===== config.mk =====
export PLATFORM = sky130hd
export DESIGN_NAME = morse_word_uart_tx
export DESIGN_NICKNAME = d
export VERILOG_FILES = /design/src/rtl/morse_word_uart_tx.sv
export SDC_FILE = /design/constraint.sdc
export NUM_CORES = 1
export LEC_CHECK = 0
export BUFFER_PORTS_ARGS = -buffer_cell sky130_fd_sc_hd__buf_4
export CORE_MARGIN = 3
export CORE_UTILIZATION = 60
export DETAILED_ROUTE_END_ITERATION = 6
export PLACE_DENSITY_LB_ADDON = 0.1
export SLEW_MARGIN = 5
export SYNTH_ARGS = -nofsm -noshare
export SYNTH_HDL_FRONTEND = slang
export SYNTH_SLANG_ARGS = --single-unit

===== constraint.sdc =====
create_clock -name clk -period 7.25 [get_ports clk]
set_clock_uncertainty 0.15 [all_clocks]
set_input_delay 1.0875 -clock clk [delete_from_list [all_inputs] [get_ports clk]]
set_output_delay 1.0875 -clock clk [all_outputs]
set_load 0.1 [all_outputs]

===== src/rtl/morse_word_uart_tx.sv =====
// morse_word_uart_tx
// Last stage before the board UART pin. Latches a decoded Morse word on the
// rising edge of word_ended, maps each character code to ASCII and sends the
// word as 8N1 bytes, then an optional '*' error marker and a ' ' separator.
// The baud divider is local and independent of the Morse timing enable.

`ifndef CHAR_W
`define CHAR_W 6
`endif
`ifndef MAX_CHARS
`define MAX_CHARS 8
`endif

module morse_word_uart_tx #(
    parameter int CHAR_W    = `CHAR_W,
    parameter int MAX_CHARS = `MAX_CHARS,
    parameter int CLK_DIV   = 434
) (
    input  logic                          clk,
    input  logic                          rst_n,
    input  logic [CHAR_W*MAX_CHARS-1:0]   word,
    input  logic                          word_ended,
    input  logic                          error,
    output logic                          tx,
    output logic                          busy,
    output logic                          overflow
);

    localparam int CNT_W  = $clog2(CLK_DIV);
    localparam int SLOT_W = $clog2(MAX_CHARS + 1);
    localparam logic [CNT_W-1:0]  CNT_MAX   = CNT_W'(CLK_DIV - 1);
    localparam logic [SLOT_W-1:0] SLOT_LAST = SLOT_W'(MAX_CHARS);

    typedef enum logic [2:0] {
        ST_IDLE  = 3'd0,
        ST_LOAD  = 3'd1,
        ST_START = 3'd2,
        ST_DATA  = 3'd3,
        ST_STOP  = 3'd4
    } state_t;

    // Which part of the word the next LOAD picks from.
    typedef enum logic [1:0] {
        PH_CHAR = 2'd0,
        PH_SEP  = 2'd1,
        PH_DONE = 2'd2
    } phase_t;

    // Character code to ASCII; code 0 is handled by the caller as end-of-word.
    function automatic logic [7:0] char_to_ascii(input logic [CHAR_W-1:0] code);
        logic [31:0] cv;
        logic [7:0]  res;
        cv = 32'(code);
        if (cv >= 32'd1 && cv <= 32'd26) begin
            res = 8'h40 + 8'(cv);
        end else if (cv >= 32'd27 && cv <= 32'd36) begin
            res = 8'h30 + 8'(cv - 32'd27);
        end else begin
            res = 8'h3F;
        end
        return res;
    endfunction

    state_t                      state_r, state_s;
    phase_t                      phase_r, phase_s;
    logic                        we_prev_r;
    logic [CHAR_W*MAX_CHARS-1:0] word_r, word_s;
    logic                        err_r, err_s;
    logic [SLOT_W-1:0]           slot_r, slot_s;
    logic [7:0]                  byte_r, byte_s;
    logic [2:0]                  bit_idx_r, bit_idx_s;
    logic [CNT_W-1:0]            cnt_r, cnt_s;
    logic                        tx_r, tx_s;
    logic                        busy_r, busy_s;
    logic                        overflow_r, overflow_s;
    logic                        we_rise_s;
    logic                        bit_end_s;
    logic                        char_avail_s;
    logic [CHAR_W-1:0]           code_s;

    assign we_rise_s = word_ended & ~we_prev_r;
    assign bit_end_s = (cnt_r == CNT_MAX);

    // Pick the code at the current slot; out-of-range slots read as 0.
    always_comb begin
        code_s = '0;
        for (int i = 0; i < MAX_CHARS; i++) begin
            code_s = (slot_r == SLOT_W'(i)) ? word_r[i*CHAR_W +: CHAR_W] : code_s;
        end
        char_avail_s = (slot_r < SLOT_LAST) && (code_s != '0);
    end

    // Next-state, datapath and output decode.
    always_comb begin
        state_s    = state_r;
        phase_s    = phase_r;
        word_s     = word_r;
        err_s      = err_r;
        slot_s     = slot_r;
        byte_s     = byte_r;
        bit_idx_s  = bit_idx_r;
        cnt_s      = cnt_r;
        // A word arriving while busy (including the cycle busy drops) is lost.
        overflow_s = overflow_r | (we_rise_s & busy_r);

        case (state_r)
            ST_IDLE: begin
                cnt_s = '0;
                if (we_rise_s) begin
                    word_s  = word;
                    err_s   = error;
                    slot_s  = '0;
                    phase_s = PH_CHAR;
                    if ((word[CHAR_W-1:0] != '0) || error) begin
                        state_s = ST_LOAD;
                    end else begin
                        state_s = ST_IDLE;
                    end
                end else begin
                    state_s = ST_IDLE;
                end
            end
            ST_LOAD: begin
                cnt_s     = '0;
                bit_idx_s = 3'd0;
                state_s   = ST_START;
                if ((phase_r == PH_CHAR) && char_avail_s) begin
                    byte_s = char_to_ascii(code_s);
                    slot_s = slot_r + SLOT_W'(1);
                end else if ((phase_r == PH_CHAR) && err_r) begin
                    byte_s  = 8'h2A;
                    phase_s = PH_SEP;
                end else begin
                    byte_s  = 8'h20;
                    phase_s = PH_DONE;
                end
            end
            ST_START: begin
                if (bit_end_s) begin
                    cnt_s     = '0;
                    bit_idx_s = 3'd0;
                    state_s   = ST_DATA;
                end else begin
                    cnt_s = cnt_r + CNT_W'(1);
                end
            end
            ST_DATA: begin
                if (bit_end_s) begin
                    cnt_s = '0;
                    if (bit_idx_r == 3'd7) begin
                        state_s = ST_STOP;
                    end else begin
                        bit_idx_s = bit_idx_r + 3'd1;
                    end
                end else begin
                    cnt_s = cnt_r + CNT_W'(1);
                end
            end
            ST_STOP: begin
                if (bit_end_s) begin
                    cnt_s = '0;
                    // The separator is the last byte; skip the final LOAD so
                    // busy drops right after its stop bit.
                    if (phase_r == PH_DONE) begin
                        state_s = ST_IDLE;
                    end else begin
                        state_s = ST_LOAD;
                    end
                end else begin
                    cnt_s = cnt_r + CNT_W'(1);
                end
            end
            default: begin
                state_s = ST_IDLE;
                cnt_s   = '0;
            end
        endcase

        case (state_s)
            ST_START: tx_s = 1'b0;
            ST_DATA:  tx_s = byte_s[bit_idx_s];
            default:  tx_s = 1'b1;
        endcase
        busy_s = (state_s != ST_IDLE);
    end

    // FSM state register.
    always_ff @(posedge clk or negedge rst_n) begin
        if (!rst_n) begin
            state_r <= ST_IDLE;
        end else begin
            state_r <= state_s;
        end
    end

    // Datapath and registered outputs.
    always_ff @(posedge clk or negedge rst_n) begin
        if (!rst_n) begin
            we_prev_r  <= 1'b1;
            phase_r    <= PH_CHAR;
            word_r     <= '0;
            err_r      <= 1'b0;
            slot_r     <= '0;
            byte_r     <= 8'h00;
            bit_idx_r  <= 3'd0;
            cnt_r      <= '0;
            tx_r       <= 1'b1;
            busy_r     <= 1'b0;
            overflow_r <= 1'b0;
        end else begin
            we_prev_r  <= word_ended;
            phase_r    <= phase_s;
            word_r     <= word_s;
            err_r      <= err_s;
            slot_r     <= slot_s;
            byte_r     <= byte_s;
            bit_idx_r  <= bit_idx_s;
            cnt_r      <= cnt_s;
            tx_r       <= tx_s;
            busy_r     <= busy_s;
            overflow_r <= overflow_s;
        end
    end

    assign tx       = tx_r;
    assign busy     = busy_r;
    assign overflow = overflow_r;

endmodule


==> flow_summary.yaml, run 1 <==
timing:
  finalMaxSlewViolations: 0
  finalSetupViolations: 0
  tns_ns: 0
  period_minus_slack_ns: 4.26
  fin_crit_sh_pct: 58.8
  hold_viol_final: 0
  worst_pin_slew_ns: 0.999
  fmax_ghz: 0.235
  rsz0062_at_grt: "no"
  slew_headroom_pct: 33.4
placed_design:
  io_buffers: 54
  hpwl_mm: 6.95
  gp_congestion: 0.812
synth:
  ys_top_cells_by_count: "dfrtp_1 (80), mux2_2 (50), nand2_1 (32)"
  ys_types: 67
  yosys.area.top_type: "dfrtp_1"
  syn-cell-area_um2: 4300
  yosysWarnings: 0
  syn_nets: 450
  avgSynthCellArea_um2: 11.2
  synth_top_cells_by_area: "dfrtp_1 (47%), mux2_2 (13%), ha_1 (3.8%)"
  synth.most_common_cell: "dfrtp_1"
  synth_edf_count: 0
  synth-seq-cells: 82
  synthArstFlopShare_pct: 100
  synth_seq_area_share_pct: 47.8
  synth_cells: 385
  yosysTopAreaCellShare_pct: 46.5
  ys.flop_type: "dfrtp_1"
pwr:
  netSwitchingFraction_pct: 19.6
  switchingPower_uw: 174
  p_int_uw: 712
  cellPowerDensity_nw_per_um2: 177
  comb_power_share_pct: 3.4
  clkPwrFrac_pct: 45.0
  ir_worst_vdd_v: 0.000192
  p_leak_nw: 2.38
  seqPwrFrac_pct: 51.6
setup_path:
  critPathCaptureType: "flip-flop"
  crit_type: "flip-flop to flip-flop"
  crit_family: "simple AND/OR/NAND/NOR gates"
  cp.required_ns: 7.35
  slowest_delay_ns: 0.57
  r2r_start: "slot_r[1]"
  reg2regPathDepth: 13
  critPathMaxFanout: 15
  critical_path_buf_inv_count: 1
  regToRegSetupSlack_ns: 2.99
  crit_arrival_ns: 4.37
  cp_slowest_cell: "nor2b_1"
  path_cells: "inv_1, ha_1, nor2b_1, a221oi_1, o32a_1, or2_2, ha_1, nand2_1, o31ai_4, nor2_1, o211ai_1, a32o_1, a221oi_1"
  crit_path_start_kind: "flip-flop"
  worstSetupStartpoint: "slot_r[1]"
  r2r-end: "tx"
  cp.depth: 13
worst_hold_path:
  hold_path_class: "flip-flop to flip-flop"
  holdPathStages: 1
  hold_start: "overflow"
  holdPathEnd: "overflow"
die:
  die_h_um: 90.7
  die-area_um2: 8220
  ios: 55
  start_util_pct: 62.6
  core_um2: 6870
  dieWidth_um: 90.7
  rows: 30
outcome:
  status: "finished clean"
finish:
  layout-drive-gt1-share_pct: 31.1
  fin_nets: 501
  final_core_util_pct: 72.8
  diodes: 0
  syn2layout_area_growth_pct: 16.3
clock_network:
  htree_levels: 3
  cts.path.max_buffers: 2
  cts-root-buf: "clkbuf_8"
  insertion_delay_ns: 0.36
  cts_tree: "built"
  cts_made_buffers: 9
  ctsHoldBuffers: 0
  post_cts_buffers: 0
  clock_sinks: 82
  cts_resized: 0
  clk_pin_slew_ns: 0.08
detailed_routing:
  drcViolationCount: 0
  antenna_left: 0
  vias: 3251
  via_per_inst: 6.05
  drtPass1Iterations: 5
  postRouteWirelength_mm: 9.42
  wl_per_cell_um: 17.5
  drt-initial-drc-count: 154
global_routing:
  first_global_vias: 3238
  antenna_found_initial: 0
  grt_pass1_wl_mm: 15.8
  grt_usage_pct: 24.3
  overflow: 0
  grt_max_degree: 83
flow_run:
  max_cap_violations: 0
-- flip-flops by register name, summed over array words and instances, names as in the netlist --
| name | cells |
|---|---|
| word_r | 48 |
| cnt_r | 9 |
| byte_r | 8 |
| slot_r | 4 |
| bit_idx_r | 3 |
| state_r | 3 |
| phase_r | 2 |
| busy | 1 |
| err_r | 1 |
| overflow | 1 |
| tx | 1 |
| we_prev_r | 1 |
-- placed cells by master (no fill, tap or decap), types with 5 or more instances in the layout --
cell      Yosys  layout
dfrtp_1      80      80
buf_4         0      55
mux2_2       50      50
nand2_1      32      32
nor2_1       27      26
o21ai_0      14      14
ha_1         13      13
inv_1        11      11
nand3_1      10      10
a221o_1      10      10
a21oi_1      10      10
clkbuf_8      0      10
a21o_1        8       8
and2_1        6       6
nor2b_1       5       5
xnor2_1       5       5
nand2b_1      5       5
a31oi_1       5       5
-- power groups by stage --
stage	logic, mW	registers (mW)	clock network [mW]
after detailed placement	0.0309	0.467	0
after floorplan	0.000633	0.467	0
final	0.0302	0.458	0.398
after CTS	0.0310	0.458	0.405
after global routing	0.0341	0.458	0.426
after global placement	0.0308	0.467	0
-- worst max path at each step --
stage / to
finish: tx
global route: tx
CTS: tx
detailed placement: tx
global placement: tx
floorplan: tx
-- kinds of logic (layout without fill, tap and decap cells) --
group / count (synthesis) / in the layout / share of synthesized area [%]
xor+xnor: 9 / 9 / 1.83
fa+ha+maj: 13 / 13 / 3.78
simple gates: 110 / 110 / 12.6
mux: 52 / 52 / 13.6
buf+inv: 28 / 84 / 3.05
compound gates: 91 / 91 / 17.4
flops: 82 / 82 / 47.8
-- layout make-up --
| type | instances | area, um^2 |
|---|---|---|
| timing repair buffer | 55 | 413 |
| inverter | 13 | 48.8 |
| multi-input combinational | 275 | 2120 |
| fill | 495 | 1870 |
| clock inverter | 5 | 103 |
| tap | 96 | 120 |
| sequential | 82 | 2050 |
| clock buffer | 11 | 141 |
-- per-stage QoR --
step                      std cells  cell area, um^2  worst slack, ns  hold slack [ns]  power [mW]
after floorplan                 385             4300             3.82            0.291       0.467
after global placement          521             4760             3.32            0.289       0.497
after detailed placement        521             4760             3.12            0.326       0.498
after CTS                       537             5000             3.05            0.357       0.893
after global routing            537             5000             2.64            0.376       0.918
final                           537             5000             2.99            0.344       0.886
-- layer usage --
layer	vias up	routed length, um	track usage (%)
li1	1529	-	-
met1	1609	4260	34.0
met2	100	4460	37.2
met3	13	563	7.00
met4	0	131	6.38
met5	-	0	0
No activity file was read; power rests on OpenSTA's default activity.
==> run 2, diff against run 1 <==
- ABC_AREA: not set -> 1
- CORE_UTILIZATION: 60 -> 59
- clock period: 7.25 -> 4 ns (I/O delays scaled with it)
==> run 2 against run 1 <==
Combinational power up 81%. Non-clock buffer count up 2. Critical endpoint unchanged. Utilization down 0.60 points. Register-to-register slack worse by 2.6 ns. First-iteration DRC count up 39%. Synthesized area up 8.9%. Via count up 27%. Power up 78%. Critical path type unchanged.
==> flow_summary.yaml, run 2 <==
clock_network:
  cts.path.max_buffers: 2
  insertion_delay_ns: 0.36
  cts-root-buf: "clkbuf_8"
  cts_made_buffers: 9
  post_cts_buffers: 0
  cts_tree: "built"
  clock_sinks: 82
  clk_pin_slew_ns: 0.08
  htree_levels: 3
finish:
  final_core_util_pct: 72.2
  fin_nets: 767
  stdcell_count: 806
  reg_top3: "word_r: 48 flops, cnt_r: 9 flops, byte_r: 8 flops"
  regArea_um2: 2050
  n_fill_cell: 615
  final_cell_mix: "nand2_1 (259), dfrtp_1 (80), inv_1 (78)"
  largest_register_ffs: 48
  syn2layout_area_growth_pct: 15.5
  diodes: 0
  layout_commonest_cell: "nand2_1"
  layout-drive-gt1-share_pct: 16.4
  largest-register: "word_r"
  multi_input_area_um2: 2250
pwr:
  ir_worst_vdd_v: 0.000223
  p_leak_nw: 3.12
  cellPowerDensity_nw_per_um2: 291
timing:
  hold_slack_ns: 0.205
  worst_pin_slew_ns: 1.01
  fin_crit_sh_pct: 90.4
  finalSetupViolations: 0
  slew_headroom_pct: 32.4
  tns_ns: 0
  period_minus_slack_ns: 3.62
  setup_ws_ns: 0.383
  hold_viol_final: 0
  rsz0062_at_grt: "no"
  fmax_ghz: 0.276
  finalMaxSlewViolations: 0
setup_path:
  crit_top_cell: "nand2_1"
  critPathCaptureType: "flip-flop"
  crit_path_start_kind: "flip-flop"
  crit_type: "flip-flop to flip-flop"
  worstSetupStartpoint: "slot_r[0]"
  slowest_delay_ns: 0.42
  r2r_start: "slot_r[0]"
  cp.required_ns: 4.14
  critPathMaxFanout: 7
  cp_slowest_cell: "dfrtp_1"
  crit_arrival_ns: 3.76
die:
  die-area_um2: 9040
  rows: 31
  start_util_pct: 62.6
  dieWidth_um: 95.1
  die_h_um: 95.1
  ios: 55
  core_um2: 7490
global_routing:
  first_global_vias: 3900
  grt_pass1_wl_mm: 17.6
  grt_usage_pct: 24.8
  overflow: 0
  antenna_found_initial: 0
  grt_max_degree: 83
detailed_routing:
  drtPass1Iterations: 7
  drcViolationCount: 0
  vias: 4129
  highest_layer: "met4"
  via_per_inst: 5.12
  dr_wl_met3_um: 561
  met2_length_mm: 4.82
  postRouteWirelength_mm: 10.3
  antenna_left: 0
  wl_per_cell_um: 12.8
  wl_met1_mm: 4.79
  drt-initial-drc-count: 214
synth:
  ys.flop_type: "dfrtp_1"
  avgSynthCellArea_um2: 7.24
  syn-cell-area_um2: 4680
  yosysTopAreaCellShare_pct: 42.7
  synth_top_cells_by_area: "dfrtp_1 (43%), nand2_1 (21%), inv_1 (6.3%)"
  synth_cells: 647
  syn_nets: 712
  yosys.area.top_type: "dfrtp_1"
  synth-seq-cells: 82
  ys_types: 39
  yosysWarnings: 0
  ys_top_cells_by_count: "nand2_1 (259), dfrtp_1 (80), inv_1 (78)"
  synthArstFlopShare_pct: 100
  synth_edf_count: 0
  synth_seq_area_share_pct: 43.9
  synth.most_common_cell: "nand2_1"
placed_design:
  gp_congestion: 0.865
  hpwl_mm: 7.25
  dp_slack_ns: 0.407
  post-place-cells: 790
  io_buffers: 54
worst_hold_path:
  hold_start: "word_ended"
  hold_path_class: "primary input to flip-flop"
flow_run:
  max_cap_violations: 0
outcome:
  status: "finished clean"
-- run 2: changes by cell type after synthesis, moves of 5 or more --
cell / delta
nand2_1: +227
inv_1: +67
nor2_4: +6
nor2_1: +22
nor2b_1: -5
nand2_2: +11
a21o_1: -7
nand2b_1: -5
nand3_1: +43
and2_1: -6
a221o_1: -10
mux2_2: -50
-- run 2: metal layers --
layer,GRT usage [%],vias up
met4,6.37,0
met5,0,-
met1,33.8,1888
met3,6.55,13
met2,39.5,121
li1,-,2107
-- run 2: final timing paths --
kind	to	slack [ns]	depth (start not counted)
setup / recovery	tx	0.38	31
hold / removal	we_prev_r	0.21	1
setup reg to reg	tx	0.38	31
hold reg to reg	overflow	0.31	1
max in group asynchronous	cnt_r[8]	2.78	1
min in group asynchronous	word_r[10]	0.22	1
-- run 2: logic make-up after synthesis --
group           count (synthesis)  synth area share, %
xor+xnor                        4                0.748
simple gates                  411                 38.8
compound gates                 37                 4.86
buf+inv                       100                 8.23
flops                          82                 43.9
fa+ha+maj                      13                 3.47
-- run 2: stage by stage --
step	total power [mW]	cell area, um^2
floorplan	0.847	4680
global placement	0.901	5180
detailed placement	0.902	5180
CTS	1.58	5410
global route	1.64	5410
finish	1.57	5410
-- run 2: worst max-delay path: cells and delay by family (launching register included) --
family / cells / cell delay [ns]
simple gates: 21 / 1.67
fa+ha+maj: 3 / 0.73
buf+inv: 7 / 0.56
flops: 1 / 0.42
-- run 2: area by class of cell --
class	instances	share of cell area, %
multi-input cells	465	41.5
inverters	87	6.09
well taps	99	2.29
clock inverters	5	1.57
flip-flops and latches	82	38.0
clock buffers	11	2.61
repair buffers	57	7.91
-- run 2: what timing repair did --
item                                    CTS  global route
hold buffers                              0             0
endpoints found under the setup margin    0             1
resized for setup                         0             1
-- run 2: where the power goes --
group	total, mW	switching, mW	internal, mW
clock network	0.689	0.315	0.374
logic	0.0547	0.0235	0.0312
registers	0.829	0.000224	0.829
